### config.mk
export PLATFORM = sky130hd
export DESIGN_NAME = rpn_stack_ctrl
export DESIGN_NICKNAME = d
export VERILOG_FILES = /design/src/rtl/rpn_pkg.sv /design/src/rtl/rpn_sp_unit.sv /design/src/rtl/rpn_stack_ctrl.sv
export SDC_FILE = /design/constraint.sdc
export NUM_CORES = 1
export LEC_CHECK = 0
export ABC_AREA = 1
export BUFFER_PORTS_ARGS = -buffer_cell sky130_fd_sc_hd__buf_2
export CAP_MARGIN = 10
export CORE_MARGIN = 2
export CORE_UTILIZATION = 50
export DETAILED_ROUTE_END_ITERATION = 10
export PLACE_DENSITY = 0.82
export SLEW_MARGIN = 20
export SYNTH_ARGS = -nofsm -noshare
export SYNTH_HDL_FRONTEND = slang
export SYNTH_SLANG_ARGS = --single-unit
### constraint.sdc
create_clock -name clk -period 5.3 [get_ports clk]
set_clock_uncertainty 0.15 [all_clocks]
set_input_delay 1.06 -clock clk [delete_from_list [all_inputs] [get_ports clk]]
set_output_delay 1.06 -clock clk [all_outputs]
set_load 0.03 [all_outputs]
### src/rtl/rpn_pkg.sv
// rtl/rpn_pkg.sv - shared token codes, ALU opcodes and FSM state codes for the RPN controller
package rpn_pkg;

   localparam int DW_DEF = 10;

   localparam logic [6:0] TOK_ADD = 7'h40;
   localparam logic [6:0] TOK_SUB = 7'h41;
   localparam logic [6:0] TOK_MUL = 7'h42;
   localparam logic [6:0] TOK_END = 7'h7F;

   typedef enum logic [1:0] {
      ALU_ADD = 2'd0,
      ALU_SUB = 2'd1,
      ALU_MUL = 2'd2
   } alu_op_e;

   localparam logic [3:0] ST_IDLE = 4'd0;
   localparam logic [3:0] ST_REQ  = 4'd1;
   localparam logic [3:0] ST_DEC  = 4'd2;
   localparam logic [3:0] ST_PUSH = 4'd3;
   localparam logic [3:0] ST_RD_B = 4'd4;
   localparam logic [3:0] ST_RD_A = 4'd5;
   localparam logic [3:0] ST_EXEC = 4'd6;
   localparam logic [3:0] ST_WB   = 4'd7;
   localparam logic [3:0] ST_RD_R = 4'd8;
   localparam logic [3:0] ST_OUT  = 4'd9;

   // Operator codes other than sub/mul fall back to add.
   function automatic alu_op_e tok_to_op(input logic [6:0] tok);
      case (tok)
         TOK_SUB: return ALU_SUB;
         TOK_MUL: return ALU_MUL;
         TOK_ADD: return ALU_ADD;
         default: return ALU_ADD;
      endcase
   endfunction

endpackage

### src/rtl/rpn_sp_unit.sv
// rtl/rpn_sp_unit.sv - stack pointer with inc/dec/clear and occupancy flags
module rpn_sp_unit #(
   parameter int DEPTH = 16,
   parameter int AW    = 4
) (
   input  logic          clk,
   input  logic          rst,
   input  logic          inc,
   input  logic          dec,
   input  logic          clr,
   output logic [AW-1:0] ptr,
   output logic          empty,
   output logic          one,
   output logic          lt2,
   output logic          full
);

   localparam logic [AW:0] SP_ONE  = (AW+1)'(1);
   localparam logic [AW:0] SP_TWO  = (AW+1)'(2);
   localparam logic [AW:0] SP_FULL = (AW+1)'(DEPTH);

   // One extra bit so that a completely full stack is distinguishable from empty.
   logic [AW:0] sp;

   always_ff @(posedge clk) begin
      if (rst)
         sp <= '0;
      else if (clr)
         sp <= '0;
      else if (inc)
         sp <= sp + SP_ONE;
      else if (dec)
         sp <= sp - SP_ONE;
   end

   assign ptr   = sp[AW-1:0];
   assign empty = (sp == '0);
   assign one   = (sp == SP_ONE);
   assign lt2   = (sp < SP_TWO);
   assign full  = (sp == SP_FULL);

endmodule

### src/rtl/rpn_stack_ctrl.sv
// rtl/rpn_stack_ctrl.sv - RPN evaluation sequencer: token handshake, stack RAM and ALU control
// Optional bound checking with error flag is enabled by defining STACK_GUARD_EN.
module rpn_stack_ctrl
   import rpn_pkg::*;
#(
   parameter int DEPTH = 16,
   parameter int AW    = 4,
   parameter int DW    = DW_DEF
) (
   input  logic          clk,
   input  logic          rst,
   input  logic          en,
   input  logic [6:0]    variable,
   output logic          req,
   output logic          valid,
   output logic [DW-1:0] answer,
   output logic          stk_we,
   output logic [AW-1:0] stk_addr,
   output logic [DW-1:0] stk_wdata,
   input  logic [DW-1:0] stk_rdata,
   output logic [1:0]    alu_op,
   output logic [DW-1:0] alu_a,
   output logic [DW-1:0] alu_b,
   input  logic [DW-1:0] alu_y,
   output logic          err
);

`ifdef STACK_GUARD_EN
   localparam bit GUARD = 1'b1;
`else
   localparam bit GUARD = 1'b0;
`endif

   logic [3:0]    state;
   logic [6:0]    tok_q;
   logic [DW-1:0] a_q;
   logic [DW-1:0] b_q;
   logic [DW-1:0] y_q;
   logic [DW-1:0] answer_q;
   logic          err_q;
   logic          abort_q;
   logic          first_q;

   logic [AW-1:0] ptr;
   logic [AW-1:0] ptr_m1;
   logic [AW-1:0] ptr_m2;
   logic          sp_empty;
   logic          sp_one;
   logic          sp_lt2;
   logic          sp_full;
   logic          sp_inc;
   logic          sp_dec;
   logic          sp_clr;

   logic          is_opnd;
   logic          is_end;
   logic          fault_raw;
   logic [DW-1:0] opnd_ext;
   logic [DW-1:0] out_val;

   assign is_opnd  = ~tok_q[6];
   assign is_end   = (tok_q == TOK_END);
   assign opnd_ext = {{(DW-6){1'b0}}, tok_q[5:0]};
   assign ptr_m1   = ptr - AW'(1);
   assign ptr_m2   = ptr - AW'(2);

   // Bound violation for the token just decoded; only acted on in guarded builds.
   assign fault_raw = is_opnd ? sp_full : (is_end ? ~sp_one : sp_lt2);

   // An aborted expression freezes the stack until its end token.
   assign sp_inc = (state == ST_PUSH) & ~abort_q;
   assign sp_dec = (state == ST_WB)   & ~abort_q;
   assign sp_clr = (state == ST_OUT);

   rpn_sp_unit #(
      .DEPTH (DEPTH),
      .AW    (AW)
   ) u_sp (
      .clk   (clk),
      .rst   (rst),
      .inc   (sp_inc),
      .dec   (sp_dec),
      .clr   (sp_clr),
      .ptr   (ptr),
      .empty (sp_empty),
      .one   (sp_one),
      .lt2   (sp_lt2),
      .full  (sp_full)
   );

   always_comb begin
      out_val = stk_rdata;
      if (err_q)
         out_val = '1;
      else if (sp_empty)
         out_val = '0;
   end

   always_ff @(posedge clk) begin
      if (rst) begin
         state    <= ST_IDLE;
         tok_q    <= '0;
         a_q      <= '0;
         b_q      <= '0;
         y_q      <= '0;
         answer_q <= '0;
         err_q    <= 1'b0;
         abort_q  <= 1'b0;
         first_q  <= 1'b1;
      end else begin
         case (state)
            ST_IDLE: state <= ST_REQ;
            ST_REQ: begin
               if (en) begin
                  tok_q <= variable;
                  state <= ST_DEC;
                  if (first_q) begin
                     err_q   <= 1'b0;
                     abort_q <= 1'b0;
                     first_q <= 1'b0;
                  end
               end
            end
            ST_DEC: begin
               if (GUARD && fault_raw) begin
                  err_q   <= 1'b1;
                  abort_q <= 1'b1;
               end
               if (is_opnd)
                  state <= ST_PUSH;
               else if (is_end)
                  state <= ST_RD_R;
               else
                  state <= ST_RD_B;
            end
            ST_PUSH: state <= ST_REQ;
            ST_RD_B: state <= ST_RD_A;
            ST_RD_A: begin
               b_q   <= stk_rdata;
               state <= ST_EXEC;
            end
            ST_EXEC: begin
               a_q   <= stk_rdata;
               y_q   <= alu_y;
               state <= ST_WB;
            end
            ST_WB:   state <= ST_REQ;
            ST_RD_R: state <= ST_OUT;
            ST_OUT: begin
               answer_q <= out_val;
               first_q  <= 1'b1;
               state    <= ST_REQ;
            end
            default: state <= ST_IDLE;
         endcase
      end
   end

   always_comb begin
      stk_we    = 1'b0;
      stk_addr  = '0;
      stk_wdata = '0;
      case (state)
         ST_PUSH: begin
            stk_we    = ~abort_q;
            stk_addr  = ptr;
            stk_wdata = opnd_ext;
         end
         ST_RD_B, ST_RD_R: stk_addr = ptr_m1;
         ST_RD_A:          stk_addr = ptr_m2;
         ST_WB: begin
            stk_we    = ~abort_q;
            stk_addr  = ptr_m2;
            stk_wdata = y_q;
         end
         default: ;
      endcase
   end

   assign req    = (state == ST_REQ);
   assign valid  = (state == ST_OUT);
   // The result is visible during the strobe cycle and held in answer_q afterwards.
   assign answer = valid ? out_val : answer_q;
   assign alu_op = tok_to_op(tok_q);
   assign alu_a  = (state == ST_EXEC) ? stk_rdata : a_q;
   assign alu_b  = b_q;
   assign err    = err_q;

endmodule

======== Word level (Yosys, flattened, before mapping) ========
Index checks and enable logic that the tools add are counted.
storage, ports and cells
  flip-flop bits (word level) ............. 56
  bits in latches ......................... 0
  RAM bits ................................ 0
  bits in read-only memories .............. 0
  bits of input ports ..................... 30
  output and inout port bits .............. 50
  logic and storage cells ................. 46
  memories kept ........................... 0
cells by class
  add/sub/neg operators ................... 4
  multiply operators ...................... 0
  div/mod/pow operators ................... 0
  order comparisons ....................... 0
  equality and inequality tests ........... 13
  shift-type cells ........................ 0
  multiplexer cells ....................... 13
  bitwise gates (word level) .............. 0
  reduce and logical (&&, ||, !) cells .... 9
operators by type and width
  cell                                                                    number
  10-bit two-way mux                                                      3
  4-bit case mux with 7 select lines                                      1
  7-bit equality test (second input constant)                             3
  10-bit case mux with 2 select lines                                     1
  4-bit by 3-bit equality test with 1-bit output (second input constant)  4
  4-bit two-way mux                                                       3
  4-bit case mux with 3 select lines                                      1
  5-bit two-way mux                                                       2
  4-bit by 2-bit equality test with 1-bit output (second input constant)  2
  4-bit equality test (second input constant)                             2
  2-bit OR reduction                                                      4
  5-bit by 1-bit adder with 5-bit output (second input constant)          1
  5-bit zero test                                                         1
  5-bit by 1-bit subtractor with 5-bit output (second input constant)     1
  4-bit by 1-bit equality test with 1-bit output (second input constant)  1
  4-bit zero test                                                         1
  2-bit case mux with 2 select lines                                      1
  4-bit OR reduction                                                      1
  4-bit by 1-bit subtractor with 4-bit output (second input constant)     1
  4-bit by 2-bit subtractor with 4-bit output (second input constant)     1
  2-bit != test (second input constant)                                   1
  2-bit AND reduction                                                     1
  2-bit nonzero test                                                      1
  1-bit two-way mux                                                       1

======== Depth between registers and ports, before layout ========
Gate-level depths: netlist of the first run.
  depth after elaboration ................. 4
  depth in mapped cells ................... 11
  mapped depth without buffers ............ 11

======== By module ========
From an unflattened synthesis of the first run, not the netlist that was laid out.
second synthesis, totals
  cells, all modules ...................... 412
  area total of the unflattened synthesis .. 2778.9 µm²
modules (own cells, without submodules)
  module          times used  cells each  area an instance (µm²)  sequential area each (µm²)
  rpn_stack_ctrl  1           355         2399.8                  1021.0
  rpn_sp_unit     1           57          379.1                   100.1

======== Worst setup path before layout of the first run ========
OpenSTA, ideal clock, no wires.
  path type ............................... flip-flop to output port
  from .................................... reg state[0]
  to ...................................... out stk_wdata[0]
  arrival ................................. 1.626 ns
  data required time ...................... 4.090 ns
  path slack .............................. 2.464 ns
  cell stages (with the launch flop) ...... 5
  path buffers ............................ 0
  cell sequence ........................... dfxtp_1 nand2_1 nor2_1 inv_1 o21ai_0
between the ends
  cells in the longest elaborated chain, start to end .. 2
  elaborated cells between the ends (all ways) .. 3
  those cells by class .................... 2 x eq/ne; 1 x mux
RTL lines
  what                                                                                                              RTL line               source
  from (decl)                                                                                                       rpn_stack_ctrl.sv:34   logic [3:0] state;
  from (signal assigned)                                                                                            rpn_stack_ctrl.sv:101  state <= ST_IDLE;
  from (signal assigned)                                                                                            rpn_stack_ctrl.sv:112  ST_IDLE: state <= ST_REQ;
  from (signal assigned)                                                                                            rpn_stack_ctrl.sv:116  state <= ST_DEC;
  4-bit by 3-bit equality test with 1-bit output or 4-bit by 2-bit equality test with 1-bit output (tied branches)  rpn_stack_ctrl.sv:163  case (state)
  10-bit case mux with 2 select lines (*)                                                                           rpn_stack_ctrl.sv:163
  to (decl)                                                                                                         rpn_stack_ctrl.sv:19   output logic [DW-1:0] stk_wdata,
Mark *: on every way between the ends. The rest lies on a longest branch, timed or not.

======== Final worst setup path of the first run ========
  from .................................... reg state[2]
  to ...................................... out alu_a[7]
between the ends
  cells in the longest elaborated chain, start to end .. 2
RTL lines
  what                                            RTL line               source
  4-bit by 3-bit equality test with 1-bit output  rpn_stack_ctrl.sv:185  assign alu_a = (state == ST_EXEC) ? stk_rdata : a_q;
  10-bit two-way mux                              rpn_stack_ctrl.sv:185
  to (decl)                                       rpn_stack_ctrl.sv:22   output logic [DW-1:0] alu_a,
No other way between the ends.

==> results of run 1 <==
[cell type report]
type / instances / area (sq um) / area share, %
clock inverters: 2 / 13.76 / 0.4288
inverters: 43 / 163.9 / 5.107
repair buffers: 78 / 390.4 / 12.16
well taps: 70 / 87.58 / 2.729
clock buffers: 6 / 82.58 / 2.573
flip-flops and latches: 56 / 1121 / 34.93
multi-input cells: 266 / 1350 / 42.07
[registers in the layout, indices dropped and copies added (netlist names)]
name / count
a_q: 10
alu_b: 10
answer_q: 10
y_q: 10
tok_q: 7
u_sp.sp: 5
state: 4
[metrics by stage]
step / total power, uW / util, % / std cells / area [sq um]
after floorplan: 595.0 / - / 379 / 2719
after global placement: 639.1 / 60.18 / 513 / 3113
after detailed placement: 644.5 / 60.18 / 513 / 3113
after CTS: 886.4 / 62.05 / 521 / 3209
after global routing: 934.1 / 62.05 / 521 / 3209
final: 885.5 / 62.05 / 521 / 3209
[logic make-up after synthesis]
| group | count (synthesis) | synth area share, % |
|---|---|---|
| other cells | 1 | 0.1379 |
| fa+ha+maj | 11 | 5.338 |
| buf+inv | 57 | 9.112 |
| compound gates | 87 | 16.48 |
| flops | 56 | 41.23 |
| simple gates | 165 | 27.06 |
| xor+xnor | 2 | 0.6444 |
[worst register-to-register path, stage by stage, from the launching register on]
cell and delay [ns]:
dfxtp_1 0.47, nand2_1 0.16, nor2_1 0.27, inv_1 0.24, ha_1 0.37, a21oi_1 0.19, nand3_1 0.14, a21oi_1 0.17
nor2_1 0.06
[placed cells by master (no fill, tap or decap)]
cell      count
or2_2         8
inv_4         1
clkbuf_8      6
nand4_1       1
nor3_1        1
ha_1         10
o21ai_2       3
o21ai_1       9
nand2_4       1
xor2_1        2
nor2_4        1
nand3_1      27
nor4_1        2
conb_1        1
clkinv_1      1
or2_1         3
a21oi_1      33
dfxtp_1      56
inv_1        40
nand2_1      47
nand3_2       1
nor2_2        7
clkinv_2      1
inv_6         1
nor2_1       63
buf_2        78
fa_1          1
inv_2         1
nand2_2       3
a31oi_1       1
o21ai_0      41
[power by group through the flow]
stage                     Sequential (uW)  Combinational (uW)  Clock, uW
after floorplan                       463                 131          0
after global placement                464                 175          0
after detailed placement              466                 179          0
after CTS                             456                 179        251
after global routing                  459                 206        269
final                                 456                 181        248
[worst max-delay path by stage]
stage | to | cells past startpoint | startpoint | slack (ns)
2_1_floorplan | stk_wdata[0] | 4 | state[0]$_SDFFE_PP0P_ | 2.46
3_3_place_gp | alu_a[0] | 8 | state[2]$_SDFFE_PP0P_ | 2.37
3_5_place_dp | alu_a[7] | 8 | state[2]$_SDFFE_PP0P_ | 2.29
4_1_cts | alu_a[7] | 8 | state[2]$_SDFFE_PP0P_ | 1.91
5_1_grt | alu_a[7] | 8 | state[2]$_SDFFE_PP0P_ | 1.70
6_report | alu_a[7] | 8 | state[2]$_SDFFE_PP0P_ | 1.88
[per-layer routing]
metal  track usage (%)  part of all wire [%]  vias to the layer above
met3             5.349                   6.1                       14
met2             37.67                    46                       82
met4             7.143                   2.2                        0
met1             27.99                    46                     1208
met5                 0                     0                        -
li1                  -                     -                     1356
==> out/qor.yml, run 1 <==
status:
  outcome: "finished clean"
sta:
  rsz0062_at_grt: "no"
  tightest_slew_ns: 0.6875
  fin_ws_ns: 1.879
  hold_ws_ns: 0.3107
  tns_ns: 0
  finalCritPeriodShare_pct: 64.54
  finalMaxSlewViolations: 0
  min_period_ns: 3.421
  setup_viol: 0
  max_clock_freq_mhz: 292.3
  slew_headroom_pct: 54.11
  hold_viol: 0
cts:
  cts_root_buf: "clkbuf_8"
  tritoncts: "done"
  path_clk_slew_ns: 0.10
  post-cts-setup-buffers: 0
  clkSinkCount: 56
  clk_path_buf_depth: 2
  postCtsResizedCells: 0
  htreeDepth: 2
  holdBufCountCts: 0
  insertion_delay_ns: 0.31
  cts-buffers-inserted: 5
cells_and_area:
  n_fill_cell: 445
  area_delta_synth_final_pct: 18.04
  nNetsFinal: 491
  num_antenna_cells: 0
  drive_gt1_share_pct: 24.83
placement:
  io_buffers: 78
  dpl.hpwl_mm: 4.908
  place_congestion: 0.9241
  post-place-ws_ns: 2.291
floorplanning:
  num_rows: 26
  initial_core_util_pct: 52.56
  die_area_sq_um: 6044
  core_area_sq_um: 5172
  die_height_um: 77.74
  io_pins: 80
  die_x_um: 77.74
min_path:
  whs_path_depth: 2
  min_from: "y_q[7]$_SDFFE_PP0P_"
  worstHoldPathType: "reg2reg"
  hold_end: "y_q[7]$_SDFFE_PP0P_"
route:
  drt-wirelength-per-cell_um: 12.61
  drc_errors: 0
  drt_iter0_drc: 155
  ant_nets: 0
  firstDrtPassIters: 4
  routed_wl_mm: 6.569
  dr_total_vias: 2660
  vias_per_cell: 5.106
synth:
  netlist_top_cells_count: "nor2_1 (63), dfxtp_1 (56), nand2_1 (47)"
  yosysUniqueCellTypes: 31
  synth_top_area_cell: "dfxtp_1"
  seq_area_frac_synth_pct: 41.23
  synthCells: 379
  synth_top_area_share_pct: 41.23
  synth_top_flop_cell: "dfxtp_1"
  netlist_area_sq_um: 2719
  async_flop_share_pct: 0
  syn-num-nets: 420
  synth-seq-cells: 56
  synth_most_common_cell: "nor2_1"
  synth_area_leaders: "dfxtp_1 (41%), nor2_1 (8.7%), o21ai_0 (7.5%), nand2_1 (6.5%), a21oi_1 (6.1%)"
  avgSynthCellArea_sq_um: 7.174
  synth_edf_count: 0
  synth_warnings: 0
pwr:
  leakage_uw: 0.001673
  pwr-share-clk_pct: 28.0
  seqPwrFrac_pct: 51.5
  p_per_area_nw_per_um2: 275.9
  combPwrFrac_pct: 20.5
  switchingPower_uw: 283.9
  p_sw_share_pct: 32.07
  intPower_uw: 601.6
  vdd_drop_max_v: 0.0001486
setup_path:
  path_buf_inv: 4
  worstReg2RegStart: "state[0]$_SDFFE_PP0P_"
  cp-end-kind: "output port"
  worstPathRequired_ns: 4.09
  arrival_ns: 2.21
  worst_path_max_delay_cell: "dfxtp_1"
  slowest_delay_ns: 0.40
  crit_family: "simple AND/OR/NAND/NOR gates"
  cp-start-kind: "flip-flop"
  regToRegSetupSlack_ns: 3.01
  path_cells: "inv_1 > nor2_2 > nand2_4 > inv_4 > or2_2 > o21ai_0 > inv_1 > buf_2"
  critPathKind: "reg2out"
  cp_max_fo: 25
  rr_endpoint: "u_sp.sp[4]$_SDFFE_PP0P_"
  cp_common_cell: "inv_1"
  reg2reg_depth: 8
global_routing:
  track_usage_pct: 22.32
  grt_pass1_vias: 2390
  grt_pass1_wl_mm: 10.91
  overflow: 0
  grt_max_degree: 29
  antenna_found_initial: 0
flow_run:
  cap_violations: 0
Note: power is estimated with default switching activity, not from simulation.
==> run 2: changes to the inputs <==
- clock period: 5.3 -> 3.4 ns (I/O delays scaled with it)
==> out/qor.yml, run 2 (same netlist as run 1, synthesis figures left out) <==
sta:
  slew_headroom_pct: 51.18
  hold_viol: 0
  finalCritPeriodShare_pct: 91.35
  max_clock_freq_mhz: 322.0
  tightest_slew_ns: 0.7315
  rsz0062_at_grt: "no"
  setup_viol: 0
  min_period_ns: 3.106
  finalMaxSlewViolations: 0
  tns_ns: 0
setup_path:
  path_buf_inv: 4
  arrival_ns: 2.28
  path_cells: "inv_1 > nor2_2 > nand2_4 > inv_4 > or2_2 > o21ai_0 > inv_1 > buf_2"
  crit_family: "simple AND/OR/NAND/NOR gates"
  cp-end-kind: "output port"
  worst_path_max_delay_cell: "dfxtp_1"
  cp_common_cell: "inv_1"
  reg2reg_depth: 10
  regToRegSetupSlack_ns: 1.11
  cp_max_fo: 25
  critPathKind: "reg2out"
  worstPathRequired_ns: 2.57
  cp-start-kind: "flip-flop"
  slowest_delay_ns: 0.42
  rr_endpoint: "u_sp.sp[3]$_SDFFE_PP0P_"
  worstReg2RegStart: "state[0]$_SDFFE_PP0P_"
pwr:
  p_per_area_nw_per_um2: 442.7
  leakage_uw: 0.001681
  vdd_drop_max_v: 0.0003214
  intPower_uw: 992.9
  p_sw_share_pct: 30.68
  combPwrFrac_pct: 19.7
  seqPwrFrac_pct: 49.6
  switchingPower_uw: 439.4
  pwr-share-clk_pct: 30.7
cells_and_area:
  num_antenna_cells: 0
  final_area_sq_um: 3236
  drive_gt1_share_pct: 25.00
  area_delta_synth_final_pct: 19.01
  layout_commonest_cell: "buf_2"
  most-common-layout-cells: "buf_2 (78), nor2_1 (63), dfxtp_1 (56)"
  regArea_sq_um: 1121
  n_fill_cell: 474
  multi_input_area_sq_um: 1350
  nNetsFinal: 492
cts:
  clk_path_buf_depth: 2
  post-cts-setup-buffers: 0
  postCtsResizedCells: 0
  tritoncts: "done"
  holdBufCountCts: 0
  cts-buffers-inserted: 5
  clkSinkCount: 56
  htreeDepth: 2
  insertion_delay_ns: 0.31
  path_clk_slew_ns: 0.10
  cts_root_buf: "clkbuf_8"
route:
  vias_per_cell: 5.082
  drc_errors: 0
  dr_total_vias: 2653
  ant_nets: 0
  routed_wl_mm: 6.575
  drt_iter0_drc: 137
  drt-wirelength-per-cell_um: 12.60
  firstDrtPassIters: 5
global_routing:
  track_usage_pct: 22.36
  use_met2_pct: 38.97
  grt.busiest_layer: "met2"
  antenna_found_initial: 0
  grt_pass1_vias: 2384
  grt_pass1_wl_mm: 10.98
  overflow: 0
  grtUsageMet3_pct: 3.837
  grt_max_degree: 29
  use_met1_pct: 29.15
floorplanning:
  die_area_sq_um: 6044
  core_area_sq_um: 5172
  initial_core_util_pct: 52.56
  num_rows: 26
  die_height_um: 77.74
  io_pins: 80
  die_x_um: 77.74
min_path:
  hold_end: "y_q[6]$_SDFFE_PP0P_"
  whs_path_depth: 2
  min_from: "y_q[6]$_SDFFE_PP0P_"
  worstHoldPathType: "reg2reg"
placement:
  place_congestion: 0.8848
  post_dp_cell_area_sq_um: 3120
  io_buffers: 78
  dpl.hpwl_mm: 5.067
status:
  outcome: "finished clean"
flow_run:
  cap_violations: 0
## run 2: power groups by stage
stage | registers (uW) | clock network (uW) | logic [uW]
after floorplan | 722 | 0 | 205
after CTS | 711 | 448 | 280
after detailed placement | 726 | 0 | 278
final | 711 | 439 | 282
after global routing | 715 | 473 | 320
after global placement | 724 | 0 | 273
## run 2: per-stage QoR
stage          hold slack, ns  utilization, %  total power (uW)  worst slack (ns)  std cells
4_1_cts                0.3140           62.55              1438            0.3064        522
3_3_place_gp           0.2924           60.33             996.7            0.7461        514
3_5_place_dp           0.2991           60.33              1005            0.6804        514
6_report               0.3081           62.55              1432            0.2939        522
2_1_floorplan          0.2801               -             927.4            0.9444        379
5_1_grt                0.3305           62.55              1508           0.09678        522
## run 2: layer usage
metal	wire, um	vias up
li1	-	1360
met1	2872	1200
met2	3222	89
met3	441	4
met4	39	0
met5	0	-
## run 2: final cells by class
class / count / area share, %
Multi-Input combinational cell: 266 / 41.72
Sequential cell: 56 / 34.65
Timing Repair Buffer: 79 / 12.30
Inverter: 43 / 5.066
Tap cell: 70 / 2.707
Clock buffer: 5 / 2.127
Clock inverter: 3 / 1.431
## run 2: worst max path at each step
stage / startpoint / to / slack [ns] / depth (start not counted)
6_report: state[2]$_SDFFE_PP0P_ / alu_a[9] / 0.29 / 8
5_1_grt: state[2]$_SDFFE_PP0P_ / alu_a[9] / 0.1 / 8
4_1_cts: state[2]$_SDFFE_PP0P_ / alu_a[9] / 0.31 / 8
3_5_place_dp: state[2]$_SDFFE_PP0P_ / alu_a[9] / 0.68 / 8
3_3_place_gp: state[2]$_SDFFE_PP0P_ / alu_a[9] / 0.75 / 8
2_1_floorplan: state[0]$_SDFFE_PP0P_ / stk_wdata[0] / 0.94 / 4
## run 2: tightest hold or removal path: stages, from the launching register on
cell,delay (ns)
dfxtp_1,0.31
inv_1,0.06
a21oi_1,0.05
